File: src/rtl/keypad_scanner_pkg.sv
// Shared definitions for the 4x4 keypad scanner: matrix size, FSM encoding
// and the layout of the 5-bit key event code.
package keypad_scanner_pkg;

  localparam int NUM_COLS = 4;
  localparam int NUM_ROWS = 4;
  localparam int NUM_KEYS = NUM_COLS * NUM_ROWS;

  localparam int EVT_W         = 5;
  localparam int EVT_PRESS_BIT = 4;
  localparam int EVT_COL_LSB   = 2;
  localparam int EVT_ROW_LSB   = 0;

  localparam logic [1:0] LAST_ROW = 2'(NUM_ROWS - 1);

  typedef enum logic {
    ST_SETTLE = 1'b0,
    ST_SCAN   = 1'b1
  } scan_state_t;

  function automatic logic [EVT_W-1:0] make_evt(input logic       press,
                                                input logic [1:0] col,
                                                input logic [1:0] row);
    logic [EVT_W-1:0] code;
    code                     = '0;
    code[EVT_PRESS_BIT]      = press;
    code[EVT_COL_LSB +: 2]   = col;
    code[EVT_ROW_LSB +: 2]   = row;
    return code;
  endfunction

endpackage

File: src/rtl/keypad_scanner_fifo.sv
// First-word fall-through event FIFO. A push into a full FIFO is accepted
// only when a pop happens in the same clock.
module kbd_evt_fifo
  import keypad_scanner_pkg::*;
#(
  parameter int p_AW    = 2,
  parameter int p_WIDTH = EVT_W
) (
  input  logic               i_clk,
  input  logic               i_rst_n,
  input  logic               i_push,
  input  logic [p_WIDTH-1:0] iv_push_data,
  input  logic               i_pop,
  output logic [p_WIDTH-1:0] ov_pop_data,
  output logic               o_full,
  output logic               o_empty
);

  localparam int DEPTH = 1 << p_AW;
  localparam logic [p_AW-1:0] PTR_ONE = p_AW'(1);
  localparam logic [p_AW:0]   CNT_ONE = (p_AW + 1)'(1);

  logic [p_WIDTH-1:0] mem [DEPTH];
  logic [p_AW-1:0]    wr_ptr;
  logic [p_AW-1:0]    rd_ptr;
  logic [p_AW:0]      count;
  logic               do_push;
  logic               do_pop;

  // count never exceeds DEPTH, so its MSB alone marks full
  assign o_full      = count[p_AW];
  assign o_empty     = (count == '0);
  assign do_pop      = i_pop & ~o_empty;
  assign do_push     = i_push & (~o_full | do_pop);
  assign ov_pop_data = mem[rd_ptr];

  always_ff @(posedge i_clk) begin
    if (do_push) begin
      mem[wr_ptr] <= iv_push_data;
    end
  end

  always_ff @(posedge i_clk) begin
    if (!i_rst_n) begin
      wr_ptr <= '0;
      rd_ptr <= '0;
      count  <= '0;
    end else begin
      if (do_push) begin
        wr_ptr <= wr_ptr + PTR_ONE;
      end
      if (do_pop) begin
        rd_ptr <= rd_ptr + PTR_ONE;
      end
      case ({do_push, do_pop})
        2'b10:   count <= count + CNT_ONE;
        2'b01:   count <= count - CNT_ONE;
        default: count <= count;
      endcase
    end
  end

endmodule

File: src/rtl/keypad_scanner.sv
// 4x4 matrix keypad scanner: walks the columns, debounces every key with a
// shared counter datapath and queues press/release events in a small FIFO.
module keypad_scanner
  import keypad_scanner_pkg::*;
#(
  parameter int p_SETTLE_WIDTH = 4,
  parameter int p_DEB_WIDTH    = 2,
  parameter int p_FIFO_AW      = 2
) (
  input  logic                i_clk,
  input  logic                i_rst_n,
  output logic [NUM_COLS-1:0] ov_col,
  input  logic [NUM_ROWS-1:0] iv_row,
  output logic [NUM_KEYS-1:0] ov_keys,
  output logic                o_evt_valid,
  input  logic                i_evt_ready,
  output logic [EVT_W-1:0]    ov_evt_code,
  output logic                o_overflow,
  input  logic                i_ovf_clr
);

  localparam logic [p_SETTLE_WIDTH-1:0] SETTLE_LAST = '1;
  localparam logic [p_SETTLE_WIDTH-1:0] SETTLE_ONE  = p_SETTLE_WIDTH'(1);
  localparam logic [p_DEB_WIDTH-1:0]    DEB_LAST    = '1;
  localparam logic [p_DEB_WIDTH-1:0]    DEB_ONE     = p_DEB_WIDTH'(1);

  scan_state_t               state;
  scan_state_t               state_next;
  logic [p_SETTLE_WIDTH-1:0] settle_cnt;
  logic [p_SETTLE_WIDTH-1:0] settle_next;
  logic [1:0]                col_idx;
  logic [1:0]                col_next;
  logic [1:0]                row_idx;
  logic [1:0]                row_next;
  logic [NUM_ROWS-1:0]       row_latch;
  logic                      latch_en;
  logic                      scan_en;

  logic [p_DEB_WIDTH-1:0]    deb_cnt [NUM_KEYS];
  logic [NUM_KEYS-1:0]       keys;
  logic [3:0]                key_idx;
  logic                      raw_pressed;
  logic                      key_differs;
  logic                      deb_expired;
  logic [p_DEB_WIDTH-1:0]    cnt_cur;
  logic [p_DEB_WIDTH-1:0]    cnt_upd;

  logic                      evt_push;
  logic [EVT_W-1:0]          evt_code;
  logic                      evt_pop;
  logic                      evt_drop;
  logic                      fifo_full;
  logic                      fifo_empty;
  logic                      overflow;

  // The column drive follows col_idx, which only moves on SCAN -> SETTLE
  assign ov_col = ~(NUM_COLS'(1) << col_idx);

  always_comb begin
    state_next  = state;
    settle_next = settle_cnt;
    row_next    = row_idx;
    col_next    = col_idx;
    latch_en    = 1'b0;
    scan_en     = 1'b0;
    unique case (state)
      ST_SETTLE: begin
        if (settle_cnt == SETTLE_LAST) begin
          latch_en    = 1'b1;
          settle_next = '0;
          row_next    = '0;
          state_next  = ST_SCAN;
        end else begin
          settle_next = settle_cnt + SETTLE_ONE;
        end
      end
      ST_SCAN: begin
        scan_en  = 1'b1;
        row_next = row_idx + 2'd1;
        if (row_idx == LAST_ROW) begin
          col_next   = col_idx + 2'd1;
          state_next = ST_SETTLE;
        end
      end
      default: state_next = ST_SETTLE;
    endcase
  end

  always_ff @(posedge i_clk) begin
    if (!i_rst_n) begin
      state      <= ST_SETTLE;
      settle_cnt <= '0;
      col_idx    <= '0;
      row_idx    <= '0;
      row_latch  <= '1;
    end else begin
      state      <= state_next;
      settle_cnt <= settle_next;
      col_idx    <= col_next;
      row_idx    <= row_next;
      if (latch_en) begin
        row_latch <= iv_row;
      end
    end
  end

  // One key per SCAN clock shares this compare/increment path
  always_comb begin
    key_idx     = {col_idx, row_idx};
    raw_pressed = ~row_latch[row_idx];
    cnt_cur     = deb_cnt[key_idx];
    key_differs = (raw_pressed != keys[key_idx]);
    deb_expired = key_differs && (cnt_cur == DEB_LAST);
    cnt_upd     = '0;
    if (key_differs && !deb_expired) begin
      cnt_upd = cnt_cur + DEB_ONE;
    end
    evt_push = scan_en && deb_expired;
    evt_code = make_evt(raw_pressed, col_idx, row_idx);
  end

  always_ff @(posedge i_clk) begin
    if (!i_rst_n) begin
      for (int k = 0; k < NUM_KEYS; k++) begin
        deb_cnt[k] <= '0;
      end
      keys <= '0;
    end else if (scan_en) begin
      deb_cnt[key_idx] <= cnt_upd;
      if (deb_expired) begin
        keys[key_idx] <= raw_pressed;
      end
    end
  end

  assign evt_pop  = o_evt_valid & i_evt_ready;
  assign evt_drop = evt_push & fifo_full & ~evt_pop;

  // A drop wins over a clear arriving in the same clock
  always_ff @(posedge i_clk) begin
    if (!i_rst_n) begin
      overflow <= 1'b0;
    end else if (evt_drop) begin
      overflow <= 1'b1;
    end else if (i_ovf_clr) begin
      overflow <= 1'b0;
    end
  end

  kbd_evt_fifo #(
    .p_AW    (p_FIFO_AW),
    .p_WIDTH (EVT_W)
  ) u_evt_fifo (
    .i_clk        (i_clk),
    .i_rst_n      (i_rst_n),
    .i_push       (evt_push),
    .iv_push_data (evt_code),
    .i_pop        (evt_pop),
    .ov_pop_data  (ov_evt_code),
    .o_full       (fifo_full),
    .o_empty      (fifo_empty)
  );

  assign o_evt_valid = ~fifo_empty;
  assign ov_keys     = keys;
  assign o_overflow  = overflow;

endmodule

File: config.mk
export PLATFORM = sky130hd
export DESIGN_NAME = keypad_scanner
export DESIGN_NICKNAME = d
export VERILOG_FILES = /design/src/rtl/keypad_scanner_pkg.sv /design/src/rtl/keypad_scanner_fifo.sv /design/src/rtl/keypad_scanner.sv
export SDC_FILE = /design/constraint.sdc
export NUM_CORES = 1
export LEC_CHECK = 0
export ABC_AREA = 1
export BUFFER_PORTS_ARGS = -buffer_cell sky130_fd_sc_hd__buf_2
export CAP_MARGIN = 20
export CORE_MARGIN = 8
export CORE_UTILIZATION = 54
export DETAILED_ROUTE_END_ITERATION = 7
export PLACE_DENSITY_LB_ADDON = 0.25
export SYNTH_ARGS = -nofsm -noshare
export SYNTH_HDL_FRONTEND = slang
export SYNTH_HIERARCHICAL = 1
export SYNTH_SLANG_ARGS = --single-unit
File: constraint.sdc
create_clock -name i_clk -period 3 [get_ports i_clk]
set_input_delay 0.45 -clock i_clk [delete_from_list [all_inputs] [get_ports i_clk]]
set_output_delay 0.45 -clock i_clk [all_outputs]
set_load 0.02 [all_outputs]
After elaboration in Yosys (flattened, before gate mapping)
Memory sizes are Yosys's and may differ from the RTL's. A register that Yosys moved wholly into a read port is not among the register bits.
Index checks and enable logic that the tools add are counted.
{"block": "totals", "register_bits": 37, "mem_bits_rw": 52, "output_inout_bits": 27, "wordCells": 84, "mem_count": 2}
{"memory": "deb_cnt", "words": 16, "width": 2, "read_ports": 1, "rd_clocked_by_memory_dff": 0, "wr": 16, "line": "keypad_scanner.sv:39", "source": "logic [p_DEB_WIDTH-1:0] deb_cnt [NUM_KEYS];"}
{"memory": "u_evt_fifo.mem", "words": 4, "width": 5, "read_ports": 1, "rd_clocked_by_memory_dff": 1, "wr": 1, "line": "keypad_scanner_fifo.sv:23", "source": "logic [p_WIDTH-1:0] mem [DEPTH];"}
{"block": "op_classes", "addsub": 8, "n_lt_le_gt_ge": 3, "n_eq_ne": 7, "shift": 1, "n_mux": 30, "bitwise": 12, "reduce_logical": 11}
{"cell": "bitwise mux 16 bit", "count": 1}
{"cell": "2-to-1 mux 1 bit", "count": 16}
{"cell": "adder 2 x 1 -> 2 bit (second input constant)", "count": 5}
{"cell": "2-to-1 mux 2 bit", "count": 5}
{"cell": "2-to-1 mux 4 bit", "count": 2}
{"cell": "equality test 2 bit (second input constant)", "count": 3}
{"cell": "one-hot mux 3 bit (2 select lines)", "count": 1}
{"cell": "AND 1 bit", "count": 5}
{"cell": "< comparator 4 x 5 -> 1 bit (second input constant)", "count": 1}
{"cell": "NOT 1 bit", "count": 5}
{"cell": "adder 4 x 1 -> 4 bit (second input constant)", "count": 1}
{"cell": "binary-select mux 1 bit (select 4 bit)", "count": 1}
{"cell": "demux 1 bit (select 4 bit)", "count": 1}
{"cell": "equality test 4 bit (second input constant)", "count": 1}
{"cell": "greater-or-equal comparator 4 x 1 -> 1 bit (second input constant)", "count": 1}
{"cell": "logical AND 1 bit", "count": 4}
{"cell": "NOT 4 bit", "count": 1}
{"cell": "one-hot mux 2 bit (2 select lines)", "count": 1}
{"cell": "AND reduction 2 bit", "count": 2}
{"cell": "nonzero test 2 bit", "count": 2}
{"cell": "<< shifter 1 x 2 -> 4 bit (first input constant)", "count": 1}
{"cell": "adder 3 x 1 -> 3 bit (second input constant)", "count": 1}
{"cell": "zero test 3 bit", "count": 1}
{"cell": "< comparator 2 x 3 -> 1 bit (second input constant)", "count": 1}
{"cell": "9 further kinds", "count": 9}

Depth between registers and ports, before layout
{"block": "depth", "ltp_word": 9, "ltp_mapped": 21}

Modules after synthesis
The synthesis kept the hierarchy.
{"mod": "keypad_scanner", "instances": 1, "cells_per_inst": 431, "area_per_inst_um2": 3465.8, "seq_area_each_um2": 1561.5}
{"mod": "kbd_evt_fifo", "instances": 1, "cells_per_inst": 114, "area_per_inst_um2": 1222.4, "seq_area_each_um2": 780.7}

Worst setup path before layout
No wires, ideal clock.
{"block": "synth_path", "path_kind": "flip-flop to flip-flop", "start": "register row_idx[0]", "end": "register u_evt_fifo.count[1]", "setup_time_ns": 0.070, "arrival_time_ns": 2.775, "slack_ns": 0.155, "path_stages_with_launch": 16, "n_path_buf": 3, "period_less_slack_ns": 2.845, "cell_sequence": "dfxtp_1 buf_6 buf_6 clkbuf_1 o21ai_0 o221ai_1 o211ai_1 nand2_1 ha_1 nand2_1 a21oi_1 o21ai_4 ha_1 inv_1 fa_1 a21oi_1"}
{"block": "synth_via", "elab_chain_cells": 9, "word_cells_on_any_way": 15, "classes_between": "eq/ne: 4; mux: 5; bitwise: 2; reduce/logical: 3; memory: 1"}
{"item": "start: declaration", "line": "keypad_scanner.sv:33", "source": "logic [1:0] row_idx;"}
{"item": "start signal: assignment", "line": "keypad_scanner.sv:100", "source": "row_idx <= row_next;"}
{"item": "branches (longest 4 deep; another with memory read (16 x 2 bit))"}
{"item": "logical AND 1 bit (*)", "line": "keypad_scanner.sv:113", "source": "deb_expired = key_differs && (cnt_cur == DEB_LAST);"}
{"item": "logical AND 1 bit (*)", "line": "keypad_scanner.sv:118", "source": "evt_push = scan_en && deb_expired;"}
{"item": "via evt_push", "line": "keypad_scanner.sv:48", "source": "logic evt_push;"}
{"item": "AND 1 bit (*)", "line": "keypad_scanner_fifo.sv:34", "source": "assign do_push = i_push & (~o_full | do_pop);"}
{"item": "equality test 2 x 1 -> 1 bit / equality test 2 bit (equally long branches)", "line": "keypad_scanner_fifo.sv:55", "source": "case ({do_push, do_pop})"}
{"item": "one-hot mux 3 bit (2 select lines) / nonzero test 2 bit (equally long branches)"}
{"item": "end signal: assignment", "line": "keypad_scanner_fifo.sv:56", "source": "2'b10: count <= count + CNT_ONE;"}
{"item": "end signal: assignment", "line": "keypad_scanner_fifo.sv:57", "source": "2'b01: count <= count - CNT_ONE;"}
{"item": "end signal: assignment", "line": "keypad_scanner_fifo.sv:58", "source": "default: count <= count;"}
{"item": "end: declaration", "line": "keypad_scanner_fifo.sv:26", "source": "logic [p_AW:0] count;"}
Mark *: on every way through the listed nets, which the timed path passes. The select of a mux whose other input is x is not followed.
A chain may end at the register's enable or synchronous reset.

Worst setup path in the final report
{"block": "layout_path", "start": "register row_idx[0]", "end": "register u_evt_fifo.count[2]"}
Same word-level chain as after synthesis.

==> impl_metrics.yaml <==
timing:
  max_freq_mhz: 366
  relSlewSlack_pct: 64.8
  hold_violations: 0
  period_needed_ns: 2.73
  rsz0062_at_grt: "no"
  finalSetupViolCount: 0
  holdWs_ns: 0.301
  final.setup.tns_ns: 0
  slew_viol_final: 0
  min_period_over_period_pct: 91.0
  tightest_slew_ns: 0.527
  skew_ns: 0.0122
global_route:
  grt_pass1_vias: 3579
  grt_first_pass_wirelength_microns: 17800
  grt_overflow: 0
  track_usage_pct: 19.0
  grt_max_degree: 51
  antenna_found_initial: 0
critical_path:
  critPathMaxFanout: 27
  crit_path_start_kind: "register"
  critPathKind: "register to register"
  arrival_ns: 2.99
  r2r_end: "u_evt_fifo/count[2]"
  required_ns: 3.25
  r2r_slack_ns: 0.27
  reg2reg_depth: 18
  reg2reg_from: "row_idx[0]"
  endpoint_kind: "register"
  crit_path_start: "row_idx[0]"
pwr:
  internal_power_uw: 1820
  clkPwrFrac_pct: 39.3
  worst_ir_drop_vdd_mv: 0.234
  power.density_nw_per_um2: 446
  p_sw_uw: 472
  leakagePower_uw: 0.00209
  switching_share_pct: 20.6
  pwr-share-seq_pct: 58.6
  combPwrFrac_pct: 2.1
yosys:
  yosysWarnings: 6
  synth_cells: 545
  synth-seq-cells: 91
  synth_most_common_cell: "nand2_1"
  synthTopCellsByArea: "edfxtp_1 33%, dfxtp_1 17%, nand2_1 8.6%, nor2_1 5.7%, inv_1 5.0%"
  avgSynthCellArea_sq_um: 8.60
  ys_seq_area_share_pct: 50.0
  synth_top_flop_cell: "edfxtp_1"
  synthTopCellsByCount: "107 x nand2_1, 71 x nor2_1, 63 x inv_1, 52 x edfxtp_1, 39 x dfxtp_1"
  synth.cell_area_sq_um: 4690
  async_flop_share_pct: 0
  synth_edf_count: 52
  ys_types: 33
  synth_top_area_share_pct: 33.3
  yosysTopAreaCell: "edfxtp_1"
  synth_nets: 569
floorplanning:
  die_w_microns: 109
  num_rows: 34
  dieArea_sq_um: 11900
  start_util_pct: 54.8
  core_region_area_sq_um: 8550
  die_h_microns: 109
  ios: 35
finish:
  utilization_pct: 60.0
  diodes: 0
  fill_cells: 764
  nets: 597
  drive_gt1_share_pct: 16.1
  area_growth_pct: 9.45
clocking:
  root_buffer: "clkbuf_8"
  cts_hold_buf: 0
  numCtsBuffers: 9
  insertion_delay_ns: 0.36
  cts.path.max_buffers: 2
  h-tree-depth: 3
  path_clk_slew_ns: 0.09
  clock-sinks: 91
  cts_setup_buffers: 0
  cts_tree: "done"
routing:
  drtPass1Iterations: 5
  drt-wirelength-per-cell_microns: 15.6
  via_per_inst: 5.46
  drt_iter0_drc: 283
  ant_nets: 0
  num_vias: 3745
  drt-total-wl_microns: 10700
  drc: 0
place:
  gp_congestion: 0.867
  io_buffer_count: 34
  hpwl_microns: 7690
min_path:
  hold_path_class: "primary input to register"
  holdPathEnd: "row_latch[3]"
  hp-start: "iv_row[3]"
  whs_path_depth: 3
status:
  status: "finished, final reports clean"
job:
  max-cap-violations: 0
-- final cells by class --
type                       instances  area [sq um]  area share (%)
tap                              108           135            2.63
multi-input combinational        355          1920            37.4
clock buffer                      12           135            2.63
clock inverter                     4          75.1            1.46
inverter                          75           289            5.63
timing repair buffer              41           235            4.58
sequential                        91          2340            45.7
-- registers in the layout, indices dropped and copies added (netlist names), 3 cells and up, named ones only --
name	count
deb_cnt	32
u_evt_fifo/mem	20
ov_keys	16
row_latch	4
settle_cnt	4
u_evt_fifo/count	3
-- layer usage --
metal | wire [microns] | GRT usage, % | vias to the layer above
met4 | 171 | 5.59 | 0
met2 | 5480 | 33.3 | 97
met3 | 491 | 3.84 | 17
li1 | - | - | 1860
met1 | 4540 | 23.1 | 1771
met5 | 0 | 0 | -
-- kinds of logic (layout without fill, tap and decap cells) --
| kind of cell | count (synthesis) | count (layout) | synth area share [%] |
|---|---|---|---|
| buf+inv | 99 | 132 | 9.23 |
| compound gates | 79 | 79 | 9.55 |
| simple gates | 260 | 260 | 26.8 |
| fa+ha+maj | 16 | 16 | 4.43 |
| flops | 91 | 91 | 50.0 |
-- how the worst max path moves through the flow --
stage | to | slack, ns | cells after the start
global placement | u_evt_fifo/count[1] | 0.20 | 13
global route | u_evt_fifo/count[2] | 0.007 | 18
finish | u_evt_fifo/count[2] | 0.27 | 18
CTS | u_evt_fifo/count[2] | 0.07 | 18
floorplan | u_evt_fifo/count[1] | 0.16 | 15
detailed placement | u_evt_fifo/count[1] | 0.08 | 13
-- power groups by stage --
stage                     logic [uW]  clock network (uW)  registers (uW)
final                           48.4                 899            1340
after detailed placement        48.4                   0            1370
after global placement          45.8                   0            1370
after floorplan                 35.4                   0            1370
after global routing            55.6                 959            1340
after CTS                       48.5                 911            1340
-- cell usage in the layout, fill, tap and decap left out, types with 2 or more instances in the layout --
master,netlist,final
o22ai_1,6,6
nand4_1,18,18
inv_4,1,3
nor3_1,3,3
buf_2,5,34
nor2_4,10,10
inv_2,11,9
dfxtp_1,39,37
nand3_2,6,6
nor2_1,71,71
clkbuf_8,0,9
a21oi_1,26,25
buf_4,2,6
inv_1,63,63
nand2_1,107,107
o21ai_0,27,26
clkinvlp_4,0,2
clkbuf_1,9,3
bufinv_16,0,2
edfxtp_1,52,52
nand2_4,3,3
dfxtp_2,0,2
o221ai_1,5,5
o21ai_1,9,10
o211ai_1,3,3
ha_1,15,15
nand3_1,38,38
-- timing repair --
item / in CTS / in global routing
resized for setup: 0 / 9
endpoints found under the hold margin: 0 / 0
setup endpoints to repair: 0 / 17
-- per-stage QoR --
step,instance area [sq um],cells,setup slack (ns),total power (uW)
2_1_floorplan,4690,545,0.155,1400
3_3_place_gp,4900,670,0.203,1420
3_5_place_dp,4900,670,0.0832,1420
4_1_cts,5110,686,0.0682,2300
5_1_grt,5130,686,0.00660,2360
6_report,5130,686,0.269,2290
-- worst max-delay path: stages, from the launching register on --
cell,delay (ns)
dfxtp_2,0.37
buf_12,0.17
o21ai_0,0.19
o22ai_1,0.11
o211ai_1,0.19
nand2_1,0.08
ha_1,0.21
nand2_1,0.13
a21oi_2,0.06
o21ai_4,0.11
ha_1,0.22
inv_1,0.07
fa_1,0.38
inv_1,0.07
nand2_1,0.06
nand3_1,0.06
nand2_1,0.05
inv_1,0.05
nor2_1,0.04
No activity file was read; power rests on OpenSTA's default activity.
